### src/rtl/fir_channel_scheduler.sv
// Round-robin scheduler sharing one serial FIR MAC datapath between NUM_CH streams.
// Sequences load, LENGTH MAC cycles, store and a result-valid pulse per accepted sample.
module fir_channel_scheduler #(
  parameter int unsigned WIDTH  = 16,
  parameter int unsigned LENGTH = 100,
  parameter int unsigned NUM_CH = 4,
  parameter int unsigned CH_W   = $clog2(NUM_CH),
  parameter int unsigned TAP_W  = $clog2(LENGTH)
) (
  input  logic                    clk,
  input  logic                    rst,
  input  logic                    enable,
  input  logic [NUM_CH-1:0]       ch_valid,
  input  logic [NUM_CH*WIDTH-1:0] ch_data,
  output logic [NUM_CH-1:0]       ch_ready,
  output logic [WIDTH-1:0]        dp_in,
  output logic [CH_W-1:0]         dp_ch_sel,
  output logic [TAP_W-1:0]        dp_tap_addr,
  output logic                    dp_shift_enb,
  output logic                    dp_reset_reg,
  output logic                    dp_count_enb,
  output logic                    dp_register_enb,
  output logic                    out_valid,
  output logic [CH_W-1:0]         out_ch,
  output logic                    busy
);

  localparam logic [2:0] IDLE  = 3'd0;
  localparam logic [2:0] LOAD  = 3'd1;
  localparam logic [2:0] MAC   = 3'd2;
  localparam logic [2:0] STORE = 3'd3;
  localparam logic [2:0] DONE  = 3'd4;

  logic [2:0]       state;
  logic [2:0]       state_next;
  logic [CH_W-1:0]  ptr;
  logic [CH_W-1:0]  grant_c;
  logic             grant_vld_c;
  logic             accept_c;
  logic [TAP_W-1:0] tap;
  logic             tap_last_c;
  int unsigned      idx;

  // First requesting channel at or after the pointer; lowest offset wins.
  always_comb begin
    grant_c     = '0;
    grant_vld_c = 1'b0;
    idx         = 0;
    for (int k = int'(NUM_CH) - 1; k >= 0; k--) begin
      idx = (int'(ptr) + k) % NUM_CH;
      if (ch_valid[idx]) begin
        grant_c     = CH_W'(idx);
        grant_vld_c = 1'b1;
      end
    end
  end

  // Accept strobe is combinational so the handshake completes in the IDLE cycle.
  always_comb begin
    accept_c = rst && enable && (state == IDLE) && grant_vld_c;
    ch_ready = '0;
    if (accept_c) begin
      ch_ready = NUM_CH'(1) << grant_c;
    end
  end

  assign tap_last_c  = (tap == TAP_W'(LENGTH - 1));
  assign dp_tap_addr = tap;

  always_comb begin
    state_next = state;
    case (state)
      IDLE:    if (accept_c) state_next = LOAD;
      LOAD:    state_next = MAC;
      MAC:     if (tap_last_c) state_next = STORE;
      STORE:   state_next = DONE;
      DONE:    state_next = IDLE;
      default: state_next = IDLE;
    endcase
  end

  always_ff @(posedge clk or negedge rst) begin
    if (!rst) begin
      state <= IDLE;
    end else begin
      state <= state_next;
    end
  end

  // Strobes are registered from the next state so they line up with the state they decode.
  always_ff @(posedge clk or negedge rst) begin
    if (!rst) begin
      ptr             <= '0;
      tap             <= '0;
      dp_in           <= '0;
      dp_ch_sel       <= '0;
      dp_shift_enb    <= 1'b0;
      dp_reset_reg    <= 1'b0;
      dp_count_enb    <= 1'b0;
      dp_register_enb <= 1'b0;
      out_valid       <= 1'b0;
      out_ch          <= '0;
      busy            <= 1'b0;
    end else begin
      if (accept_c) begin
        dp_in     <= ch_data[int'(grant_c)*WIDTH +: WIDTH];
        dp_ch_sel <= grant_c;
        ptr       <= (grant_c == CH_W'(NUM_CH - 1)) ? '0 : grant_c + CH_W'(1);
      end
      if (state == MAC) begin
        tap <= tap_last_c ? '0 : tap + TAP_W'(1);
      end
      if (state_next == DONE) begin
        out_ch <= dp_ch_sel;
      end
      dp_shift_enb    <= (state_next == LOAD);
      dp_reset_reg    <= (state_next == LOAD);
      dp_count_enb    <= (state_next == MAC);
      dp_register_enb <= (state_next == STORE);
      out_valid       <= (state_next == DONE);
      busy            <= (state_next != IDLE);
    end
  end

endmodule

### config.mk
export PLATFORM = sky130hd
export DESIGN_NAME = fir_channel_scheduler
export DESIGN_NICKNAME = d
export VERILOG_FILES = /design/src/rtl/fir_channel_scheduler.sv
export SDC_FILE = /design/constraint.sdc
export NUM_CORES = 1
export LEC_CHECK = 0
export BUFFER_PORTS_ARGS = -buffer_cell sky130_fd_sc_hd__buf_4
export CAP_MARGIN = 20
export CELL_PAD_IN_SITES_DETAIL_PLACEMENT = 0
export CELL_PAD_IN_SITES_GLOBAL_PLACEMENT = 1
export CORE_MARGIN = 5
export CORE_UTILIZATION = 37
export CTS_BUF_LIST = sky130_fd_sc_hd__clkbuf_4 sky130_fd_sc_hd__clkbuf_8
export CTS_CLUSTER_DIAMETER = 40
export DETAILED_ROUTE_END_ITERATION = 12
export HOLD_SLACK_MARGIN = 0.05
export PLACE_DENSITY = 0.95
export SYNTH_ARGS = -nofsm -noshare
export SYNTH_HDL_FRONTEND = slang
export SYNTH_SLANG_ARGS = --single-unit
### constraint.sdc
create_clock -name clk -period 3.04 [get_ports clk]
set_clock_uncertainty 0.05 [all_clocks]
set_input_delay 0.304 -clock clk [delete_from_list [all_inputs] [get_ports clk]]
set_output_delay 0.304 -clock clk [all_outputs]
set_load 0.01 [all_outputs]
==> impl_results.md <==
- Final setup violating endpoints: 0
- Final worst-path cycle share: 86.9%
- Drt initial violations: 74
- Max clock buf depth: 2
- Most common library cells after synthesis: dfrtp_1, nand2_1, o21ai_0
- Count of pins over their slew limit: 0
- Total via count after detailed routing: 2107
- Overall die height: 85.8 um
- Path type of the worst min-delay path: in2reg
- Pre-antenna DRT Iters: 4
- Worst hold path startpoint: ch_data[35]
- Count of antenna diodes in the layout: 0
- Worst-path fanout max: 27
- Run status: finished clean
- P_leak: 1.49 nW
- Dominant register cell in the synthesized netlist: dfrtp_1
- Source-to-sink clock delay at the later pin of the worst-skew pair: 280 ps
- Hold-fix buffers at CTS: 1
- Clock buffer count from CTS: 5
- Placement Setup Slack: 687 ps
- Cells resized by post-CTS repair: 0
- Met2 wire len: 3330 um
- Grt total ovfl: 0
- Number of enable-type register cells in the synthesized netlist: 0
- Number of flip-flops under the largest register name: 16
- Num rows: 27
- Cell Pwr Density: 773 nW/um^2
- Total of flip-flops plus latches after synthesis: 37
- Required @ worst endpoint: 2690 ps
- Normalized max-slew margin: 60.2%
- Maximum number of pins on one net before global-route repair: 38
- Synthesized instance count: 218
- Root buffer cell: clkbuf_8
- Arrival time at the worst endpoint: 2290 ps
- Overall die width: 85.8 um
- Async S/R FF share, synth: 100%
- Total Die Area: 7360 um^2
- Minimum setup slack in the final design: 399 ps
- Count of input and output buffers: 107
- Share of post-route cells with drive strength above 1: 42.3%
- Post-layout min period: 2640 ps
- Reg with most FFs: dp_in
- Maximum clock frequency: 379 MHz
- Total Routing Usage GR: 17.0%
- MaxCap Viol Count: 0
- Detailed placement HPWL: 4800 um
- Worst setup path category: reg2out
- Avg WL per Cell: 15.9 um
- Effective utilization at floorplan: 38.3%
- Clock tree from TritonCTS: built
- Floorplan Core Area: 5540 um^2
- Unique masters post-synth: 45
- Endpoints failing hold: 0
- Residual antenna-violating net count after detailed routing: 0
- Number of H-tree levels: 2
- Launch point of the worst reg-to-reg path: ptr[1]
- Sum of negative setup slack: 0 ps
- Slack of the worst reg-to-reg path: 670 ps
- Number of nets in the layout: 401
- Wire length of the first global-routing pass: 10000 um
- Hold-critical path endpoint: dp_in[3]
- Measured slew at the worst slew-check pin: 597 ps
- Total wire length: 6320 um
- Detailed-routed wire length on met3: 440 um
- Placed cell areas: 2960 um^2
- Detail-routed via count per cell: 5.29
- Netlist area before placement: 2120 um^2
- Post-synth top area cell: dfrtp_1
- Reg2reg end: dp_in[10]
- Sink Count: 37
- Cell area after layout: 3090 um^2
- Post-Synthesis Mean Instance Area: 9.75 um^2
- Dominant cells by area after synthesis: dfrtp_1, nand2_1, a221o_1
- Nets in the synthesized netlist: 294
- Total of warnings raised by yosys: 0
- RePlAce Congestion: 0.747
- Critical Path Source Type: flop
- Number of buffers inserted by post-CTS setup repair: 0
- Kind of end point of the critical path: output pin
- Tot Pwr: 0.00239 W
- Cells on Worst Hold Path: 3
- Depth of the worst register-to-register path: 6
- Highest metal layer used by the detailed router: met4
- Portion of the post-synthesis area used by sequential elements: 43.6%
- Number of global-route vias before repair: 2138
- CTS clk-pin slew, worst paths: 70 ps
- P&R area growth vs syn: 45.5%
- Met1 WL: 2520 um
- Residual DRC count: 0
- RSZ-0062 raised after global routing: false
- Leading cell type by number of instances after synthesis: dfrtp_1
- Max VDD drop: 0.315 mV
- # IOs: 108
- Number of antenna violations at the first check in global routing: 0
- Share of the synthesized area in the top cell type: 43.6%
worst max path at each step:
stage	slack, ps	start	endpoint
finish	400	ptr[1]	ch_ready[3]
global route	220	ptr[1]	ch_ready[3]
CTS	390	ptr[1]	ch_ready[3]
detailed placement	690	ptr[1]	dp_in[10]
global placement	710	ptr[1]	dp_in[10]
floorplan	1070	ptr[1]	ch_ready[3]
metal layers:
metal  up-vias  global-route usage (%)
li1       1010                       -
met1      1016                    20.2
met2        75                    30.7
met3         6                    4.51
met4         0                    3.88
met5         -                       0
worst max-delay path, cell delays in order, from the launching register on:
cell	delay, ps
dfrtp_1	440
nand2b_1	150
a21o_1	480
nand2_2	150
inv_4	280
ha_1	230
and2_1	140
buf_4	120
logic make-up after synthesis:
| logic type | share of synthesized area (%) |
|---|---|
| buffers and inverters | 4.95 |
| multiplexers | 4.89 |
| AO/OA/AOI/OAI | 24.1 |
| flip-flops | 43.6 |
| adder cells (fa/ha/maj) | 2.94 |
| XOR/XNOR | 0.825 |
| AND/OR/NAND/NOR | 18.7 |
report_power, final:
group	total, W	internal (W)	switching, W
logic	0.00110	0.000553	0.000545
clock network	0.000443	0.000267	0.000176
registers	0.000850	0.000685	0.000165
layout by cell type, fill, tap and decap left out, types with 8 or more instances in the layout:
cell        n
a221o_1     8
a21oi_1    10
o21ai_0    16
a311oi_1    8
buf_4     110
dfrtp_1    37
nand2_1    35
a21boi_0    8
nor2_1     12
nand3_1     8
per-stage QoR:
step | std cells | util, % | hold WS [ps]
after floorplan | 218 | - | -41.6
after global placement | 389 | 53.5 | 343
after detailed placement | 389 | 53.5 | 356
after CTS | 398 | 55.8 | 220
after global routing | 398 | 55.8 | 226
final | 398 | 55.8 | 230
final cells by class:
| cell class | instances | area (um^2) |
|---|---|---|
| well taps | 72 | 90.1 |
| repair buffers | 111 | 836 |
| inverters | 5 | 26.3 |
| flip-flops and latches | 37 | 926 |
| clock inverters | 2 | 37.5 |
| fillers | 528 | 2450 |
| clock buffers | 6 | 82.6 |
| multi-input cells | 165 | 1090 |
No activity file was read; power rests on OpenSTA's default activity.
